<file path="config.mk">
export PLATFORM = sky130hd
export DESIGN_NAME = ps2_key_tracker
export DESIGN_NICKNAME = d
export VERILOG_FILES = /design/src/rtl/ps2_pkg.sv /design/src/rtl/ps2_rx.sv /design/src/rtl/ps2_key_tracker.sv
export SDC_FILE = /design/constraint.sdc
export NUM_CORES = 1
export LEC_CHECK = 0
export BUFFER_PORTS_ARGS = -buffer_cell sky130_fd_sc_hd__buf_2
export CELL_PAD_IN_SITES_DETAIL_PLACEMENT = 1
export CELL_PAD_IN_SITES_GLOBAL_PLACEMENT = 1
export CORE_MARGIN = 2
export CORE_UTILIZATION = 44
export DETAILED_ROUTE_END_ITERATION = 12
export GPL_TIMING_DRIVEN = 0
export HOLD_SLACK_MARGIN = 0.08
export PLACE_DENSITY_LB_ADDON = 0.25
export SKIP_CTS_REPAIR_TIMING = 1
export SYNTH_ARGS = -nofsm -noshare
export SYNTH_HDL_FRONTEND = slang
export SYNTH_HIERARCHICAL = 1
export SYNTH_SLANG_ARGS = --single-unit
</file>
<file path="constraint.sdc">
create_clock -name Clk -period 2.13 [get_ports Clk]
set_clock_uncertainty 0.1 [all_clocks]
set_input_delay 0.426 -clock Clk [delete_from_list [all_inputs] [get_ports Clk]]
set_output_delay 0.426 -clock Clk [all_outputs]
set_load 0.05 [all_outputs]
</file>
<file path="src/rtl/ps2_pkg.sv">
// Shared types and scan-code constants for the PS/2 key tracker.
package ps2_pkg;

    // Decoder position within a make/break/extended byte sequence.
    typedef enum logic [1:0] {
        IDLE    = 2'd0,
        EXT     = 2'd1,
        BRK     = 2'd2,
        EXT_BRK = 2'd3
    } dec_state_t;

    // Held key flags, one bit per tracked key.
    typedef struct packed {
        logic w;
        logic a;
        logic d;
        logic up;
        logic left;
        logic right;
    } key_flags_t;

    localparam logic [7:0] SC_E0    = 8'hE0;
    localparam logic [7:0] SC_F0    = 8'hF0;
    localparam logic [7:0] SC_W     = 8'h1D;
    localparam logic [7:0] SC_A     = 8'h1C;
    localparam logic [7:0] SC_D     = 8'h23;
    localparam logic [7:0] SC_UP    = 8'h75;
    localparam logic [7:0] SC_LEFT  = 8'h6B;
    localparam logic [7:0] SC_RIGHT = 8'h74;

    // Return the flag set with the key matching (ext, code) forced to val.
    // Codes outside the selected table leave every flag unchanged.
    function automatic key_flags_t apply_code(input key_flags_t flags,
                                              input logic       ext,
                                              input logic [7:0] code,
                                              input logic       val);
        key_flags_t r;
        // NOTE: blocking assignments are right inside functions and always_comb;
        // only clocked always_ff state uses non-blocking <=.
        r = flags;
        if (!ext) begin
            case (code)
                SC_W:    r.w = val;
                SC_A:    r.a = val;
                SC_D:    r.d = val;
                default: ;
            endcase
        end else begin
            case (code)
                SC_UP:    r.up    = val;
                SC_LEFT:  r.left  = val;
                SC_RIGHT: r.right = val;
                default:  ;
            endcase
        end
        return r;
    endfunction

endpackage

</file>
<file path="src/rtl/ps2_rx.sv">
// PS/2 frame receiver: synchronizes the bus, samples 11-bit frames on
// falling ps2_clk edges, checks start/parity/stop and abandons stalled frames.
module ps2_rx #(
    parameter int TIMEOUT_CYCLES = 50000
) (
    input  logic       Clk,
    input  logic       Reset_n,
    input  logic       ps2_clk,
    input  logic       ps2_data,
    output logic       byte_valid,
    output logic [7:0] byte_data,
    output logic       frame_err
);

    localparam int             TW      = $clog2(TIMEOUT_CYCLES);
    localparam logic [TW-1:0]  TO_LAST = TW'(TIMEOUT_CYCLES - 1);

    logic          clk_s1, clk_s2, clk_s3;
    logic          data_s1, data_s2;
    logic          fall_q;
    logic [3:0]    bit_cnt;
    logic [7:0]    shift_q;
    logic          parity_q;
    logic [TW-1:0] to_cnt;
    logic          timeout;

    // A stalled partial frame times out; a falling edge in the same cycle wins.
    assign timeout = !fall_q && (bit_cnt != 4'd0) && (to_cnt == TO_LAST);

    // Two-flop synchronizers (idle-high reset) plus registered falling-edge pulse.
    always_ff @(posedge Clk or negedge Reset_n) begin
        if (!Reset_n) begin
            clk_s1  <= 1'b1;
            clk_s2  <= 1'b1;
            clk_s3  <= 1'b1;
            data_s1 <= 1'b1;
            data_s2 <= 1'b1;
            fall_q  <= 1'b0;
        end else begin
            clk_s1  <= ps2_clk;
            clk_s2  <= clk_s1;
            clk_s3  <= clk_s2;
            data_s1 <= ps2_data;
            data_s2 <= data_s1;
            fall_q  <= clk_s3 & ~clk_s2;
        end
    end

    // Bit collection and frame check; byte_valid/frame_err are one-cycle pulses.
    always_ff @(posedge Clk or negedge Reset_n) begin
        if (!Reset_n) begin
            bit_cnt    <= 4'd0;
            shift_q    <= 8'h00;
            parity_q   <= 1'b0;
            byte_valid <= 1'b0;
            byte_data  <= 8'h00;
            frame_err  <= 1'b0;
        end else begin
            byte_valid <= 1'b0;
            frame_err  <= 1'b0;
            if (fall_q) begin
                if (bit_cnt == 4'd0) begin
                    // A high start bit is treated as line noise: stay put.
                    if (!data_s2) bit_cnt <= 4'd1;
                end else if (bit_cnt <= 4'd8) begin
                    shift_q <= {data_s2, shift_q[7:1]};
                    bit_cnt <= bit_cnt + 4'd1;
                end else if (bit_cnt == 4'd9) begin
                    parity_q <= data_s2;
                    bit_cnt  <= bit_cnt + 4'd1;
                end else begin
                    bit_cnt <= 4'd0;
                    if ((^shift_q ^ parity_q) && data_s2) begin
                        byte_valid <= 1'b1;
                        byte_data  <= shift_q;
                    end else begin
                        frame_err <= 1'b1;
                    end
                end
            end else if (timeout) begin
                bit_cnt   <= 4'd0;
                frame_err <= 1'b1;
            end
        end
    end

    // Idle-cycle counter measured from the most recent falling edge.
    always_ff @(posedge Clk or negedge Reset_n) begin
        if (!Reset_n) begin
            to_cnt <= '0;
        end else if (fall_q || (bit_cnt == 4'd0) || timeout) begin
            to_cnt <= '0;
        end else begin
            to_cnt <= to_cnt + TW'(1);
        end
    end

endmodule

</file>
<file path="src/rtl/ps2_key_tracker.sv">
// Decodes scan-code set 2 make/break sequences into level-held movement flags.
module ps2_key_tracker
    import ps2_pkg::*;
#(
    parameter int TIMEOUT_CYCLES = 50000
) (
    input  logic Clk,
    input  logic Reset_n,
    input  logic ps2_clk,
    input  logic ps2_data,
    output logic w_key,
    output logic a_key,
    output logic d_key,
    output logic up_key,
    output logic left_key,
    output logic right_key,
    output logic frame_err
);

    logic       byte_valid;
    logic [7:0] byte_data;

    dec_state_t state_q, state_d;
    key_flags_t flags_q, flags_d;

    ps2_rx #(
        .TIMEOUT_CYCLES(TIMEOUT_CYCLES)
    ) u_rx (
        .Clk       (Clk),
        .Reset_n   (Reset_n),
        .ps2_clk   (ps2_clk),
        .ps2_data  (ps2_data),
        .byte_valid(byte_valid),
        .byte_data (byte_data),
        .frame_err (frame_err)
    );

    // Decoder state and held flags.
    always_ff @(posedge Clk or negedge Reset_n) begin
        if (!Reset_n) begin
            state_q <= IDLE;
            flags_q <= '0;
        end else begin
            state_q <= state_d;
            flags_q <= flags_d;
        end
    end

    // Next-state and flag updates, advancing only on a received byte.
    always_comb begin
        // NOTE: hold-current defaults first, so every path assigns and no latch is inferred.
        state_d = state_q;
        flags_d = flags_q;
        if (frame_err) begin
            // A lost byte may have been a prefix; drop it, keep the flags.
            state_d = IDLE;
        end else if (byte_valid) begin
            case (state_q)
                IDLE: begin
                    if (byte_data == SC_E0)      state_d = EXT;
                    else if (byte_data == SC_F0) state_d = BRK;
                    else flags_d = apply_code(flags_q, 1'b0, byte_data, 1'b1);
                end
                EXT: begin
                    if (byte_data == SC_F0) begin
                        state_d = EXT_BRK;
                    end else begin
                        flags_d = apply_code(flags_q, 1'b1, byte_data, 1'b1);
                        state_d = IDLE;
                    end
                end
                BRK: begin
                    flags_d = apply_code(flags_q, 1'b0, byte_data, 1'b0);
                    state_d = IDLE;
                end
                EXT_BRK: begin
                    flags_d = apply_code(flags_q, 1'b1, byte_data, 1'b0);
                    state_d = IDLE;
                end
                default: state_d = IDLE;
            endcase
        end
    end

    assign w_key     = flags_q.w;
    assign a_key     = flags_q.a;
    assign d_key     = flags_q.d;
    assign up_key    = flags_q.up;
    assign left_key  = flags_q.left;
    assign right_key = flags_q.right;

endmodule

</file>
==> results of run 1 <==
==> critical path, stage by stage (launching register included) <==
cell and delay [ps]:
dfrtp_2 450, xnor2_1 150, xnor3_1 460, xnor2_2 180
nor3b_4 270, buf_6 160, mux2_2 340
==> cells by family (layout without fill, tap and decap cells) <==
| group | Yosys count | in the layout |
|---|---|---|
| muxes | 22 | 22 |
| buffers and inverters | 12 | 36 |
| and+or+nand+nor | 80 | 80 |
| AOI/OAI and AO/OA | 20 | 20 |
| adders and majority gates | 4 | 4 |
| DFF | 53 | 53 |
| xor gates and xnor gates | 19 | 19 |
==> registers in the layout, summed over array words and instances (netlist names) <==
name	flops
w_key	1
d_key	1
u_rx/to_cnt	16
u_rx/shift_q	8
up_key	1
u_rx/clk_s2	1
u_rx/parity_q	1
u_rx/data_s1	1
right_key	1
u_rx/clk_s3	1
u_rx/clk_s1	1
u_rx/fall_q	1
u_rx/byte_data	8
u_rx/byte_valid	1
u_rx/data_s2	1
state_q	2
u_rx/frame_err	1
a_key	1
u_rx/bit_cnt	4
left_key	1
==> layer usage <==
layer	part of all wire, %	global-route usage, %	vias up
li1	-	-	803
met1	49	23.5	836
met2	47	25.3	18
met3	2.6	3.41	5
met4	1.3	5.69	0
met5	0	0	-
==> stage by stage <==
step	power (µW)	utilization [%]	area (µm²)	setup WS [ps]	hold slack, ps
5_1_grt	3140	52.2	2860	-159	91.3
3_5_place_dp	2000	47.9	2620	-186	247
6_report	2960	52.2	2860	-81.1	112
3_3_place_gp	1980	47.9	2620	-158	246
2_1_floorplan	1820	-	2480	136	30.4
4_1_cts	2720	50.0	2740	-200	95.4
==> path summary, 6_finish.rpt <==
kind,endpoint,depth (start not counted),from
worst max-delay path,u_rx/byte_data[6]$_DFFE_PN0P_,6,u_rx/shift_q[7]$_DFFE_PN0P_
worst min-delay path,u_rx/clk_s1$_DFF_PN1_,1,ps2_clk
worst max register to register,u_rx/byte_data[6]$_DFFE_PN0P_,6,u_rx/shift_q[7]$_DFFE_PN0P_
worst min register to register,u_rx/clk_s2$_DFF_PN1_,0,u_rx/clk_s1$_DFF_PN1_
max in group asynchronous,u_rx/shift_q[7]$_DFFE_PN0P_,1,Reset_n
min in group asynchronous,u_rx/to_cnt[11]$_DFF_PN0_,1,Reset_n
==> cell type report <==
cell class / count / area share (%)
Sequential cell: 53 / 46.8
Multi-Input combinational cell: 145 / 40.1
Timing Repair Buffer: 16 / 3.90
Tap cell: 72 / 3.16
Clock buffer: 7 / 3.02
Inverter: 10 / 1.31
Clock inverter: 1 / 1.05
Buffer: 2 / 0.657
==> Yosys cell counts, types with 2 or more instances <==
cell | instances | share of area [%]
a21oi_1 | 7 | 1.4
and2_1 | 4 | 1.0
and4_1 | 2 | 0.71
and4b_1 | 2 | 0.81
and4bb_2 | 2 | 1.0
dfrtp_1 | 48 | 48
dfstp_2 | 5 | 5.3
ha_1 | 4 | 2.0
inv_1 | 10 | 1.5
mux2_2 | 18 | 8.2
mux2i_1 | 3 | 1.2
nand2_1 | 8 | 1.2
nand3_1 | 7 | 1.4
nand3b_1 | 3 | 0.91
nand4_1 | 10 | 2.5
nand4b_1 | 2 | 0.71
nor2_1 | 18 | 2.7
nor2b_1 | 2 | 0.50
nor3b_1 | 2 | 0.60
nor4_1 | 2 | 0.50
nor4b_1 | 3 | 1.1
o21ai_0 | 7 | 1.4
or2b_1 | 3 | 0.91
or3_1 | 2 | 0.50
xnor2_1 | 8 | 2.8
xor2_1 | 10 | 3.5
==> layout by cell type, fill, tap and decap left out, types with 3 or more instances in the layout <==
cell type,count
a21oi_1,6
and2_1,4
buf_2,10
buf_4,5
clkbuf_8,6
dfrtp_1,46
dfstp_2,5
ha_1,4
inv_1,10
mux2_2,16
mux2i_1,3
nand2_1,8
nand3_1,7
nand3b_1,3
nand4_1,10
nor2_1,18
nor4b_1,3
o21ai_0,7
xnor2_1,7
xor2_1,10
==> where the power goes <==
group	internal [µW]	switching, µW
Clock	383	321
Sequential	1140	153
Combinational	547	419
==> flow_summary.json, run 1 <==
{
  "violations": "setup timing",
  "numCtsBuffers": 5,
  "grt_max_degree": 54,
  "r2r_slack_ps": -80,
  "die_y_um": 79.1,
  "synth_top_family_by_area": "simple AND/OR/NAND/NOR gates",
  "grt_overflow": 0,
  "port-buffer-count": 10,
  "first_global_vias": 1669,
  "drc": 0,
  "ir_worst_vdd_uv": 564,
  "initialDrtViolationCount": 116,
  "htree_levels": 2,
  "clock.fmax_mhz": 452,
  "drv_cap": 0,
  "setup_viol": 8,
  "clock_path_buffers": 2,
  "synthFlopType": "dfrtp_1",
  "synth_area_per_cell_um2": 11.8,
  "synthXorXnorAreaFrac_pct": 7.26,
  "yosysSeqAreaShare_pct": 53.7,
  "synth_edf_count": 0,
  "synth_compound_area_share_pct": 4.69,
  "crit_path_start_kind": "register",
  "synthAdderAreaFrac_pct": 2.02,
  "min-delay-path-class": "in -> reg",
  "antenna-diode-count": 0,
  "post-route-period-util_pct": 104,
  "fin_cells": 306,
  "synthToLayoutAreaGrowth_pct": 15.1,
  "worst_slew_pin_slew_ps": 1190,
  "gp_congestion": 0.773,
  "ant_nets": 0,
  "critPathCaptureType": "register",
  "core_area_mm2": 0.00547,
  "num-fill-cells": 599,
  "die_area_mm2": 0.00626,
  "synth_area_mm2": 0.00248,
  "status": "finished, violations left",
  "rsz0062_at_grt": "true",
  "synth_simple_gate_area_share_pct": 20.2,
  "drive_gt1_share_pct": 25.2,
  "setup_tns_ps": -492,
  "drt_first_pass_iters": 4,
  "grt_pass1_wl_um": 8120,
  "antenna_found_initial": 0,
  "dp_hpwl_um": 3250,
  "wl_per_cell_um": 16.5,
  "p_leak_uw": 0.00131,
  "syn_nets": 218,
  "root_buffer": "clkbuf_8",
  "nets": 241,
  "finalMaxSlewViolations": 0,
  "power.density_mw_per_mm2": 1040,
  "multi_input_area_mm2": 0.00115,
  "die_w_um": 79.1,
  "seq_area_mm2": 0.00134,
  "cts.sinks": 53,
  "finalHoldViolCount": 0,
  "async_flop_share_pct": 100,
  "cp.arrival_ps": 2310,
  "cts_tree": "built",
  "synthMuxAreaShare_pct": 9.83,
  "yosysWarnings": 6,
  "netlist_instances": 210,
  "relSlewSlack_pct": 21.0,
  "crit_required_ps": 2230,
  "crit_fanout": 5,
  "cts.clk_slew.worst_paths_ps": 90,
  "yosysUniqueCellTypes": 44,
  "num_rows": 27,
  "clk-insertion-delay-late_ps": 310,
  "setup.worst_path.class": "reg -> reg",
  "dp.cells": 292,
  "routed_wl_um": 5040,
  "ys_ff_latch": 53,
  "fin_ws_ps": -81.1,
  "min_period_ps": 2210,
  "start_util_pct": 45.3,
  "via_per_inst": 5.43,
  "io_pins": 11,
  "vias": 1662,
  "track_usage_pct": 16.5
}
Power figures use the tool's default switching activity.
==> run 2: changes to the inputs <==
SYNTH_HIERARCHICAL = not set   (was 1)
==> flow_summary.json, run 2 <==
{
  "synth_area_mm2": 0.00244,
  "largest_reg_flops": 16,
  "via_per_inst": 5.34,
  "final_cell_mix": "47 x dfrtp_1, 23 x nor2_1, 20 x mux2_2",
  "ys_ff_latch": 53,
  "clk-insertion-delay-late_ps": 320,
  "synthTopCellsByArea": "dfrtp_1 49%, mux2_2 9.7%, dfstp_2 5.4%",
  "multi_input_area_mm2": 0.00108,
  "root_buffer": "clkbuf_8",
  "reg_top3": "u_rx.to_cnt x16, u_rx.byte_data x8, u_rx.shift_q x8",
  "finalHoldViolCount": 0,
  "cts.sinks": 53,
  "port-buffer-count": 10,
  "start_util_pct": 44.9,
  "crit_slowest_cell": "dfrtp_1",
  "yosysSeqAreaShare_pct": 54.6,
  "grt_pass1_wl_um": 8220,
  "synth_area_per_cell_um2": 11.2,
  "placed_cell_area_mm2": 0.00258,
  "yosysUniqueCellTypes": 33,
  "drc": 0,
  "nets": 242,
  "cts_tree": "built",
  "synthToLayoutAreaGrowth_pct": 11.6,
  "worst_slew_pin_slew_ps": 1140,
  "synth.most_common_cell": "dfrtp_1",
  "drv_cap": 0,
  "max_stage_delay_ps": 440,
  "critPathCaptureType": "register",
  "r2r_slack_ps": -7,
  "antenna_found_initial": 0,
  "die_y_um": 78.5,
  "final_area_mm2": 0.00272,
  "htree_levels": 2,
  "clock_path_buffers": 2,
  "seq_area_mm2": 0.00133,
  "netlist_instances": 218,
  "setup_viol": 1,
  "finalMaxSlewViolations": 0,
  "synth_edf_count": 0,
  "track_usage_pct": 17.2,
  "die_w_um": 78.5,
  "yosysWarnings": 0,
  "drt_first_pass_iters": 4,
  "cpLargestDelayFamily": "XOR/XNOR gates",
  "crit_path_start_kind": "register",
  "async_flop_share_pct": 100,
  "min-delay-path-class": "in -> reg",
  "num-fill-cells": 608,
  "numCtsBuffers": 5,
  "routed_wl_um": 4620,
  "antenna-diode-count": 0,
  "die_area_mm2": 0.00616,
  "fin_ws_ps": -7.15,
  "first_global_vias": 1714,
  "grt_max_degree": 54,
  "status": "finished, violations left",
  "crit_required_ps": 2230,
  "crit_fanout": 9,
  "core_area_mm2": 0.00544,
  "dp_hpwl_um": 3260,
  "ir_worst_vdd_uv": 463,
  "dpl_worst_slack_ps": -147,
  "clock.fmax_mhz": 468,
  "layout_commonest_cell": "dfrtp_1",
  "rsz0062_at_grt": "true",
  "io_pins": 11,
  "gp_congestion": 0.763,
  "synthFlopType": "dfrtp_1",
  "ys_top_cells_by_count": "48 x dfrtp_1, 23 x nor2_1, 21 x mux2_2",
  "ant_nets": 0,
  "cp.arrival_ps": 2230,
  "crit_chain": "xnor2_1, xnor3_1, xnor2_2, nor3b_2, buf_6, mux2_2",
  "num_rows": 27,
  "setup.worst_path.class": "reg -> reg",
  "cts.clk_slew.worst_paths_ps": 90,
  "violations": "setup timing",
  "post-route-period-util_pct": 100,
  "regMostFlops": "u_rx.to_cnt",
  "synth_top_area_cell": "dfrtp_1",
  "syn_nets": 226,
  "path_buf_inv": 1,
  "wl_per_cell_um": 15.0,
  "min_period_ps": 2140,
  "yosys.area.top_type_share_pct": 49.2,
  "p_leak_uw": 0.00123,
  "power.density_mw_per_mm2": 1030,
  "relSlewSlack_pct": 24.2,
  "initialDrtViolationCount": 52,
  "vias": 1638,
  "drive_gt1_share_pct": 23.0,
  "grt_overflow": 0
}
run 2: final timing paths:
check | start | endpoint | depth (start not counted)
hold / removal | ps2_clk | u_rx.clk_s1$_DFF_PN1_ | 1
hold reg to reg | u_rx.data_s1$_DFF_PN1_ | u_rx.data_s2$_DFF_PN1_ | 0
max in group asynchronous | Reset_n | u_rx.shift_q[2]$_DFFE_PN0P_ | 1
setup reg to reg | u_rx.shift_q[4]$_DFFE_PN0P_ | u_rx.byte_data[7]$_DFFE_PN0P_ | 6
min in group asynchronous | Reset_n | u_rx.byte_data[3]$_DFFE_PN0P_ | 1
setup / recovery | u_rx.shift_q[4]$_DFFE_PN0P_ | u_rx.byte_data[7]$_DFFE_PN0P_ | 6
run 2: stage by stage:
stage / total power (µW) / TNS (ps) / utilization [%] / hold WS [ps] / std cells
global placement: 2000 / -407 / 47.4 / 246 / 300
floorplan: 1860 / 0 / - / 30.4 / 218
global route: 2990 / -723 / 50.1 / 92.9 / 307
CTS: 2750 / -2130 / 49.6 / 95.7 / 308
detailed placement: 2050 / -1920 / 47.4 / 248 / 300
finish: 2800 / -7.15 / 50.1 / 108 / 307
run 2: logic make-up after synthesis:
kind of cell    synth area share (%)
simple gates                    18.1
compound gates                  5.74
mux                             9.69
xor+xnor                        7.38
flops                           54.6
buf+inv                         2.41
fa+ha+maj                       2.05
run 2: final cells by class:
class | instances | area share (%)
flip-flops and latches | 53 | 49.0
multi-input cells | 152 | 39.6
well taps | 72 | 3.31
clock buffers | 5 | 2.53
repair buffers | 10 | 1.84
clock inverters | 3 | 1.70
inverters | 8 | 1.10
plain buffers | 4 | 0.919
run 2: power by group:
| part | total, µW | switching (µW) | leakage, µW | internal, µW |
|---|---|---|---|---|
| sequential | 1300 | 161 | 0.000705 | 1140 |
| combinational | 805 | 378 | 0.000467 | 428 |
| clock | 696 | 344 | 0.0000543 | 352 |
run 2: worst register-to-register path, stage by stage (launching register included):
cell and delay, ps:
dfrtp_1 440, xnor2_1 170, xnor3_1 440, xnor2_2 170, nor3b_2 210, buf_6 170, mux2_2 340
run 2: routing by layer:
layer / share of wire, % / vias to the layer above / GRT usage [%] / wire [µm]
met4: 1.9 / 0 / 7.37 / 89
met2: 50 / 10 / 29.2 / 2320
met1: 46 / 836 / 21.5 / 2120
li1: - / 784 / - / -
met5: 0 / - / 0 / 0
met3: 1.9 / 8 / 3.10 / 88
==> run 3: changes to the inputs <==
REMOVE_ABC_BUFFERS = 1   (was not set)
==> flow_summary.json, run 3 (synthesized netlist as in run 2, its figures left out) <==
{
  "first_global_vias": 1726,
  "antenna_found_initial": 0,
  "finalMaxSlewViolations": 0,
  "crit_required_ps": 2230,
  "root_buffer": "clkbuf_8",
  "dpl_worst_slack_ps": -362,
  "grt_pass1_wl_um": 7910,
  "routed_wl_um": 4620,
  "nets": 240,
  "drc": 0,
  "post-route-period-util_pct": 100,
  "finalHoldViolCount": 0,
  "crit_fanout": 9,
  "crit_path_start_kind": "register",
  "layout_commonest_cell": "dfrtp_1",
  "max_stage_delay_ps": 430,
  "met3_length_um": 89,
  "regMostFlops": "u_rx.to_cnt",
  "cts.clk_slew.worst_paths_ps": 100,
  "whs_ps": 111,
  "track_usage_pct": 16.5,
  "reg_top3": "u_rx.to_cnt x16, u_rx.byte_data x8, u_rx.shift_q x8",
  "htree_levels": 2,
  "drive_gt1_share_pct": 22.7,
  "relSlewSlack_pct": 24.2,
  "placed_cell_area_mm2": 0.00255,
  "path_buf_inv": 1,
  "crit_chain": "xnor2_1, xnor3_1, xnor2_2, nor3b_4, buf_12, mux2_2",
  "cts_tree": "built",
  "clock.fmax_mhz": 468,
  "die_y_um": 78.5,
  "drv_cap": 0,
  "final_cell_mix": "47 x dfrtp_1, 23 x nor2_1, 20 x mux2_2",
  "dp_hpwl_um": 3190,
  "ir_worst_vdd_uv": 474,
  "gp_congestion": 0.777,
  "synthToLayoutAreaGrowth_pct": 11.1,
  "min_period_ps": 2140,
  "antenna-diode-count": 0,
  "cpLargestDelayFamily": "XOR/XNOR gates",
  "setup.worst_path.class": "reg -> reg",
  "grt_overflow": 0,
  "initialDrtViolationCount": 68,
  "die_w_um": 78.5,
  "clock_path_buffers": 2,
  "wl_met2_um": 2310,
  "num-fill-cells": 589,
  "io_pins": 11,
  "cts.sinks": 53,
  "drt_first_pass_iters": 4,
  "cp.arrival_ps": 2240,
  "grt_max_degree": 54,
  "crit_slowest_cell": "dfrtp_1",
  "ant_nets": 0,
  "start_util_pct": 44.9,
  "final_core_util_pct": 49.9,
  "worst_slew_pin_slew_ps": 1140,
  "numCtsBuffers": 5,
  "dr.max_layer_used": "met4",
  "wl_met1_um": 2150,
  "status": "finished, violations left",
  "via_per_inst": 5.20,
  "rsz0062_at_grt": "true",
  "vias": 1586,
  "power.density_mw_per_mm2": 1000,
  "die_area_mm2": 0.00616,
  "min-delay-path-class": "in -> reg",
  "port-buffer-count": 10,
  "final_area_mm2": 0.00271,
  "fin_ws_ps": -8.05,
  "largest_reg_flops": 16,
  "core_area_mm2": 0.00544,
  "critPathCaptureType": "register",
  "wl_per_cell_um": 15.2,
  "setup_viol": 5,
  "clk-insertion-delay-late_ps": 320,
  "violations": "setup timing",
  "num_rows": 27,
  "totalPowerFinal_uw": 2720,
  "p_leak_uw": 0.00122
}
==> run 3: cell types whose count changed in the layout (fill, tap and decap cells not counted), sizes merged <==
cell and delta:
clkbuf -1, buf -1, inv +1, bufinv -1
==> run 3: report_power, final <==
group / leakage [µW] / total (µW) / internal [µW] / switching [µW]
combinational: 0.000469 / 825 / 455 / 371
clock: 0.0000447 / 591 / 238 / 353
sequential: 0.000705 / 1300 / 1140 / 159
==> run 3: worst paths after layout <==
path / startpoint / endpoint / slack [ps] / cells past startpoint
worst max-delay path: u_rx.shift_q[6]$_DFFE_PN0P_ / u_rx.byte_data[7]$_DFFE_PN0P_ / -8 / 6
worst min-delay path: ps2_clk / u_rx.clk_s1$_DFF_PN1_ / 110 / 1
worst max register to register: u_rx.shift_q[6]$_DFFE_PN0P_ / u_rx.byte_data[7]$_DFFE_PN0P_ / -8 / 6
worst min register to register: u_rx.clk_s1$_DFF_PN1_ / u_rx.clk_s2$_DFF_PN1_ / 250 / 0
max in group asynchronous: Reset_n / u_rx.shift_q[4]$_DFFE_PN0P_ / 950 / 1
min in group asynchronous: Reset_n / left_key$_DFFE_PN0P_ / 230 / 1
==> run 3: metrics by stage <==
step / std cells / setup TNS, ps
final: 305 / -25.3
after global routing: 305 / -770
after CTS: 303 / -3210
after detailed placement: 295 / -3230
after global placement: 295 / -2550
after floorplan: 213 / -375
==> run 3: final cells by class <==
| cell class | count | area, µm² | area share (%) |
|---|---|---|---|
| repair buffers | 12 | 77.6 | 2.86 |
| multi-input cells | 152 | 1090 | 40.1 |
| inverters | 8 | 30.0 | 1.11 |
| clock buffers | 5 | 68.8 | 2.54 |
| flip-flops and latches | 53 | 1330 | 49.2 |
| clock inverters | 3 | 25.0 | 0.923 |
| well taps | 72 | 90.1 | 3.32 |
==> run 3: per-layer routing <==
metal,vias to the layer above,track usage [%]
met4,0,5.96
li1,781,-
met3,6,3.79
met5,-,0
met1,790,19.9
met2,9,28.8
